File: config.mk
export PLATFORM = sky130hd
export DESIGN_NAME = keygen_arbiter
export DESIGN_NICKNAME = d
export VERILOG_FILES = /design/src/rtl/keygen_arbiter.sv
export SDC_FILE = /design/constraint.sdc
export NUM_CORES = 2
export LEC_CHECK = 0
export ABC_AREA = 1
export BUFFER_PORTS_ARGS = -buffer_cell sky130_fd_sc_hd__buf_2
export CAP_MARGIN = 20
export CORE_AREA = 2 2 599 601
export CTS_CLUSTER_DIAMETER = 30
export DETAILED_ROUTE_END_ITERATION = 16
export DIE_AREA = 0 0 601 603
export GPL_TIMING_DRIVEN = 0
export PLACE_DENSITY = 0.44
export SLEW_MARGIN = 0
export SYNTH_ARGS = -nofsm -noshare
export SYNTH_HDL_FRONTEND = slang
export SYNTH_SLANG_ARGS = --single-unit
File: constraint.sdc
create_clock -name clk -period 1.8 [get_ports clk]
set_clock_uncertainty 0.2 [all_clocks]
set_input_delay 0.09 -clock clk [delete_from_list [all_inputs] [get_ports clk]]
set_output_delay 0.09 -clock clk [all_outputs]
set_load 0.005 [all_outputs]
File: src/rtl/keygen_arbiter.sv
// Round-robin arbiter that shares a single key-generation engine among N_REQ requesters.
// Optional watchdog abort is compiled in with the KEYGEN_WDT_EN macro.
module keygen_arbiter #(
    parameter int N_REQ      = 4,
    parameter int WDT_CYCLES = 4096
) (
    input  logic             clk,
    input  logic             reset_n,
    input  logic [N_REQ-1:0] req_i,
    output logic [N_REQ-1:0] ack_o,
    output logic [N_REQ-1:0] err_o,
    output logic [511:0]     pub_key_o,
    output logic [255:0]     priv_key_o,
    output logic             busy_o,
    output logic             eng_start_o,
    input  logic             eng_complete_i,
    input  logic [511:0]     eng_public_key_i,
    input  logic [255:0]     eng_private_key_i
);

    localparam int IW = (N_REQ > 1) ? $clog2(N_REQ) : 1;

    typedef enum logic [1:0] {
        IDLE,
        START,
        WAIT,
        DELIVER
    } state_t;

    state_t state;
    state_t state_next;

    logic [IW-1:0]    ptr;
    logic [IW-1:0]    ptr_next;
    logic [IW-1:0]    owner;
    logic [IW-1:0]    owner_next;
    logic [IW-1:0]    cand;
    logic [IW-1:0]    grant_idx;
    logic             grant_found;
    logic [N_REQ-1:0] owner_onehot;

    logic [511:0]     pub_reg;
    logic [255:0]     priv_reg;
    logic [N_REQ-1:0] ack_reg;
    logic [511:0]     pub_out;
    logic [255:0]     priv_out;

    assign owner_onehot = N_REQ'(1) << owner;

    // Search starts one past the previous owner so every requester gets a turn.
    always_comb begin
        grant_found = 1'b0;
        grant_idx   = '0;
        cand        = '0;
        for (int k = 1; k <= N_REQ; k++) begin
            cand = IW'((int'(ptr) + k) % N_REQ);
            if (!grant_found && req_i[cand]) begin
                grant_found = 1'b1;
                grant_idx   = cand;
            end
        end
    end

`ifdef KEYGEN_WDT_EN
    logic [15:0]      wdt_cnt;
    logic             wdt_expire;
    logic [N_REQ-1:0] err_reg;

    assign wdt_expire = (state == WAIT) && (wdt_cnt == 16'(WDT_CYCLES - 1));

    always_ff @(posedge clk or negedge reset_n) begin
        if (!reset_n) begin
            wdt_cnt <= '0;
        end else if (state == START) begin
            wdt_cnt <= '0;
        end else if (state == WAIT) begin
            wdt_cnt <= wdt_cnt + 16'd1;
        end
    end

    // A completion arriving in the expiry cycle takes priority over the abort.
    always_ff @(posedge clk or negedge reset_n) begin
        if (!reset_n) begin
            err_reg <= '0;
        end else if (wdt_expire && !eng_complete_i) begin
            err_reg <= owner_onehot;
        end else begin
            err_reg <= '0;
        end
    end

    assign err_o = err_reg;
`else
    assign err_o = '0;
`endif

    always_ff @(posedge clk or negedge reset_n) begin
        if (!reset_n) begin
            state <= IDLE;
            ptr   <= IW'(N_REQ - 1);
            owner <= '0;
        end else begin
            state <= state_next;
            ptr   <= ptr_next;
            owner <= owner_next;
        end
    end

    always_comb begin
        state_next = state;
        ptr_next   = ptr;
        owner_next = owner;
        case (state)
            IDLE: begin
                if (grant_found) begin
                    owner_next = grant_idx;
                    state_next = START;
                end
            end
            START: begin
                state_next = WAIT;
            end
            WAIT: begin
                if (eng_complete_i) begin
                    state_next = DELIVER;
                end
`ifdef KEYGEN_WDT_EN
                else if (wdt_expire) begin
                    ptr_next   = owner;
                    state_next = IDLE;
                end
`endif
            end
            DELIVER: begin
                ptr_next   = owner;
                state_next = IDLE;
            end
            default: begin
                state_next = IDLE;
            end
        endcase
    end

    // Engine keys live internally only between completion and the delivery decision.
    always_ff @(posedge clk or negedge reset_n) begin
        if (!reset_n) begin
            pub_reg  <= '0;
            priv_reg <= '0;
        end else if (state == WAIT && eng_complete_i) begin
            pub_reg  <= eng_public_key_i;
            priv_reg <= eng_private_key_i;
        end else if (state != WAIT) begin
            pub_reg  <= '0;
            priv_reg <= '0;
        end
    end

    // Outputs are registered so keys appear only in the single ack cycle.
    always_ff @(posedge clk or negedge reset_n) begin
        if (!reset_n) begin
            ack_reg  <= '0;
            pub_out  <= '0;
            priv_out <= '0;
        end else if (state == DELIVER && req_i[owner]) begin
            ack_reg  <= owner_onehot;
            pub_out  <= pub_reg;
            priv_out <= priv_reg;
        end else begin
            ack_reg  <= '0;
            pub_out  <= '0;
            priv_out <= '0;
        end
    end

    assign ack_o       = ack_reg;
    assign pub_key_o   = pub_out;
    assign priv_key_o  = priv_out;
    assign busy_o      = (state != IDLE);
    assign eng_start_o = (state == START);

endmodule
==> metrics <==
synth top area cells=dfrtp_1, nand3_1, o21ai_0; DR pass1 iterations=5; Hold Vio Cnt, Final=529; DRT Wirelength=329 mm; crit-path leading delay family=buffers and inverters; global-route wire length before repair=437 mm; Clock power frac=50.7%; LEAKAGE=0.0491 µW; final setup violating endpoints=1,513; cts bufs inserted=411; wire length per cell=23.8 µm; post-synthesis sequential area ratio=71.4%; Final Instance Area=104,000 µm²; max incr delay on CP=0.44 ns; Clock transition at path regs=0.05 ns; DR iter-0 viols=3,580; register share of total power=26.7%; Max-Cap Viols=0; htree depth=5; CTS tree=done; routed vias/inst=3.77; CP max FO=8; Port Buffers=1,548; CTS Buffer Depth=4; root buffer cell=clkbuf_16; min cycle time layout=2.11 ns; Comb power frac=22.6%; FMAX=0.475 GHz; ys async rst share=100%; power density over the cells=1430 nW/µm²; final worst path period share=117%; Synth Warn #=0; # fillers=36,699; Initial Util=15.2%; non-filler cells, final=13,840; Setup crit end kind=flop; Setup crit start kind=flop; Worst-Skew Late Latency=0.95 ns; Crit-path slowest cell=dfrtp_2; final core utilization=29.4%; Final Slew Violations=0; final net count=9,480; vias=52,175; Die Area=362,000 µm²; sw frac=30.0%; outcome=finished, violations left; Setup CP Type=reg -> reg; vias in the first global route=54,392; Sw Pwr=44,900 µW; crit path DAT=2.72 ns; Placer Congestion=0.920; Die H=603 µm; Synth top area share=71.3%; crit-path cells=inv_4 > ha_4 > buf_12 > nand2_8 > buf_16 > clkbuf_16 > clkbuf_16 > buf_12 > o21ai_2; predominant post-synthesis flop cell=dfrtp_1; most frequent cell after synthesis=dfrtp_1; DRC viols=0; HPWL after DPL=248 mm; Post-synth EDFFs=0; total power=150,000 µW; RSZ-0062 raised after global routing=yes; top cells by count, synth=dfrtp_1, inv_1, nand3_1; flops & latches, synth=1,546; num rows=219; WP buf/inv=6; Post-DP Area=68,400 µm²; Avg Cell Area, Syn=10.7 µm²; violated checks=negative hold slack, negative setup slack; Cells after Synth=5,071; Min Hold Slack=-1.12 ns; Netlist cell types=23; Cell Area, Synth=54,200 µm²; Num Clock Sinks=1,546; P_int=105,000 µW; placed insts=11,394; core area=355,000 µm²; worst-margin pin slew=1.03 ns; width of the die=601 µm; Tot GR Track Use=17.3%; Area Overhead vs Synth=92.8%; Rel. slew slack=31.3%; ANT nets after route=0; Worst VDD drop=1.03 mV; CP required=2.42 ns; pin count of the biggest net entering global routing=167; grt ovf=0; Hold Path Class=in -> async; setup slack after layout=-0.307 ns; initial antenna violation count=102; top cell type by total area after synthesis=dfrtp_1; share of cells above drive strength 1=33.8%; top-level port count=1,553
## cells by family after synthesis
family	Yosys count	synth area share, %
simple gates	1607	13.0
fa+ha+maj	4	0.0924
flops	1546	71.4
compound gates	778	7.19
buf+inv	1135	8.36
other cells	1	0.00692
## path summary, 6_finish.rpt
path | from | to | slack, ns | cells past startpoint
max | state[0] | pub_reg[159] | -0.31 | 9
max in group asynchronous | reset_n | pub_reg[230] | -0.01 | 4
max reg2reg | state[0] | pub_reg[159] | -0.31 | 9
min in group clk | eng_private_key_i[33] | priv_reg[33] | 0.05 | 4
min reg2reg | priv_reg[214] | priv_key_o[214] | 0.25 | 2
min | reset_n | pub_key_o[85] | -1.12 | 1
## metal layers
metal,part of all wire (%),track usage (%),up-vias
li1,-,-,23493
met3,7.9,5.89,731
met2,46,28.1,2104
met4,6.3,9.27,52
met1,39,20.1,25795
met5,0.11,0,-
## timing repair
item / in CTS / in global routing
setup endpoints to repair: 2137 / 2376
cloned: 14 / 37
buffers inserted: 19 / 40
endpoints found under the hold margin: 1423 / 411
resized for setup: 683 / 991
pin swaps: 8 / 24
hold buffers: 1540 / 1
## power groups by stage
stage | logic [µW] | clock network [µW] | registers (µW)
after floorplan | 9950 | 0 | 40100
after global placement | 20100 | 0 | 40400
after detailed placement | 20700 | 0 | 40300
after CTS | 28000 | 77000 | 39800
after global routing | 36400 | 79100 | 40200
final | 33800 | 75800 | 39900
## cell type report
type / instances / area [µm²] / share of cell area, %
buffer: 342 / 3590 / 3.44
multi-input combinational: 2393 / 12900 / 12.4
inverter: 787 / 2970 / 2.84
timing repair buffer: 3220 / 25700 / 24.6
tap: 4751 / 5940 / 5.69
clock inverter: 236 / 3010 / 2.88
antenna: 35 / 87.6 / 0.0838
sequential: 1546 / 38700 / 37.0
clock buffer: 530 / 11600 / 11.1
## worst reg2reg max path, stage by stage, from the launching register on
cell and delay (ns):
dfrtp_2 0.44, inv_4 0.09, ha_4 0.14, buf_12 0.16
nand2_8 0.12, buf_16 0.18, clkbuf_16 0.26, clkbuf_16 0.18
buf_12 0.15, o21ai_2 0.12
## metrics by stage
| stage | setup TNS, ns | worst slack [ns] | hold slack (ns) |
|---|---|---|---|
| floorplan | -26.54 | -0.0578 | -0.406 |
| finish | -219.50 | -0.307 | -1.12 |
| global placement | - | -37.45 | 0.128 |
| detailed placement | -2763.12 | -2.27 | -0.125 |
| global route | -424.83 | -0.380 | -1.12 |
| CTS | -327.61 | -0.323 | -1.17 |
## layout by cell type (no fill, tap or decap), types with 4 or more instances in the layout
cell type	instances
buf_4	63
inv_4	4
clkinv_8	4
inv_1	779
o21ai_2	169
o21ai_0	450
nand3_1	720
dlygate4sd3_1	1541
conb_1	4
nor2_2	45
clkbuf_2	20
clkinv_16	14
buf_16	32
o21ai_4	4
clkinvlp_4	37
dfrtp_1	1541
clkbuf_8	89
o21ai_1	151
clkbuf_16	467
clkbuf_4	26
buf_2	1562
nor2_4	70
buf_6	68
nor2_1	656
nand3_2	40
buf_1	21
buf_8	48
buf_12	55
inv_6	8
nand2_2	11
diode_2	35
clkinv_4	31
clkinv_2	94
bufinv_16	46
nand2_4	10
nand2_1	27
clkbuf_1	100
nand3_4	18
No activity file was read; power rests on OpenSTA's default activity.
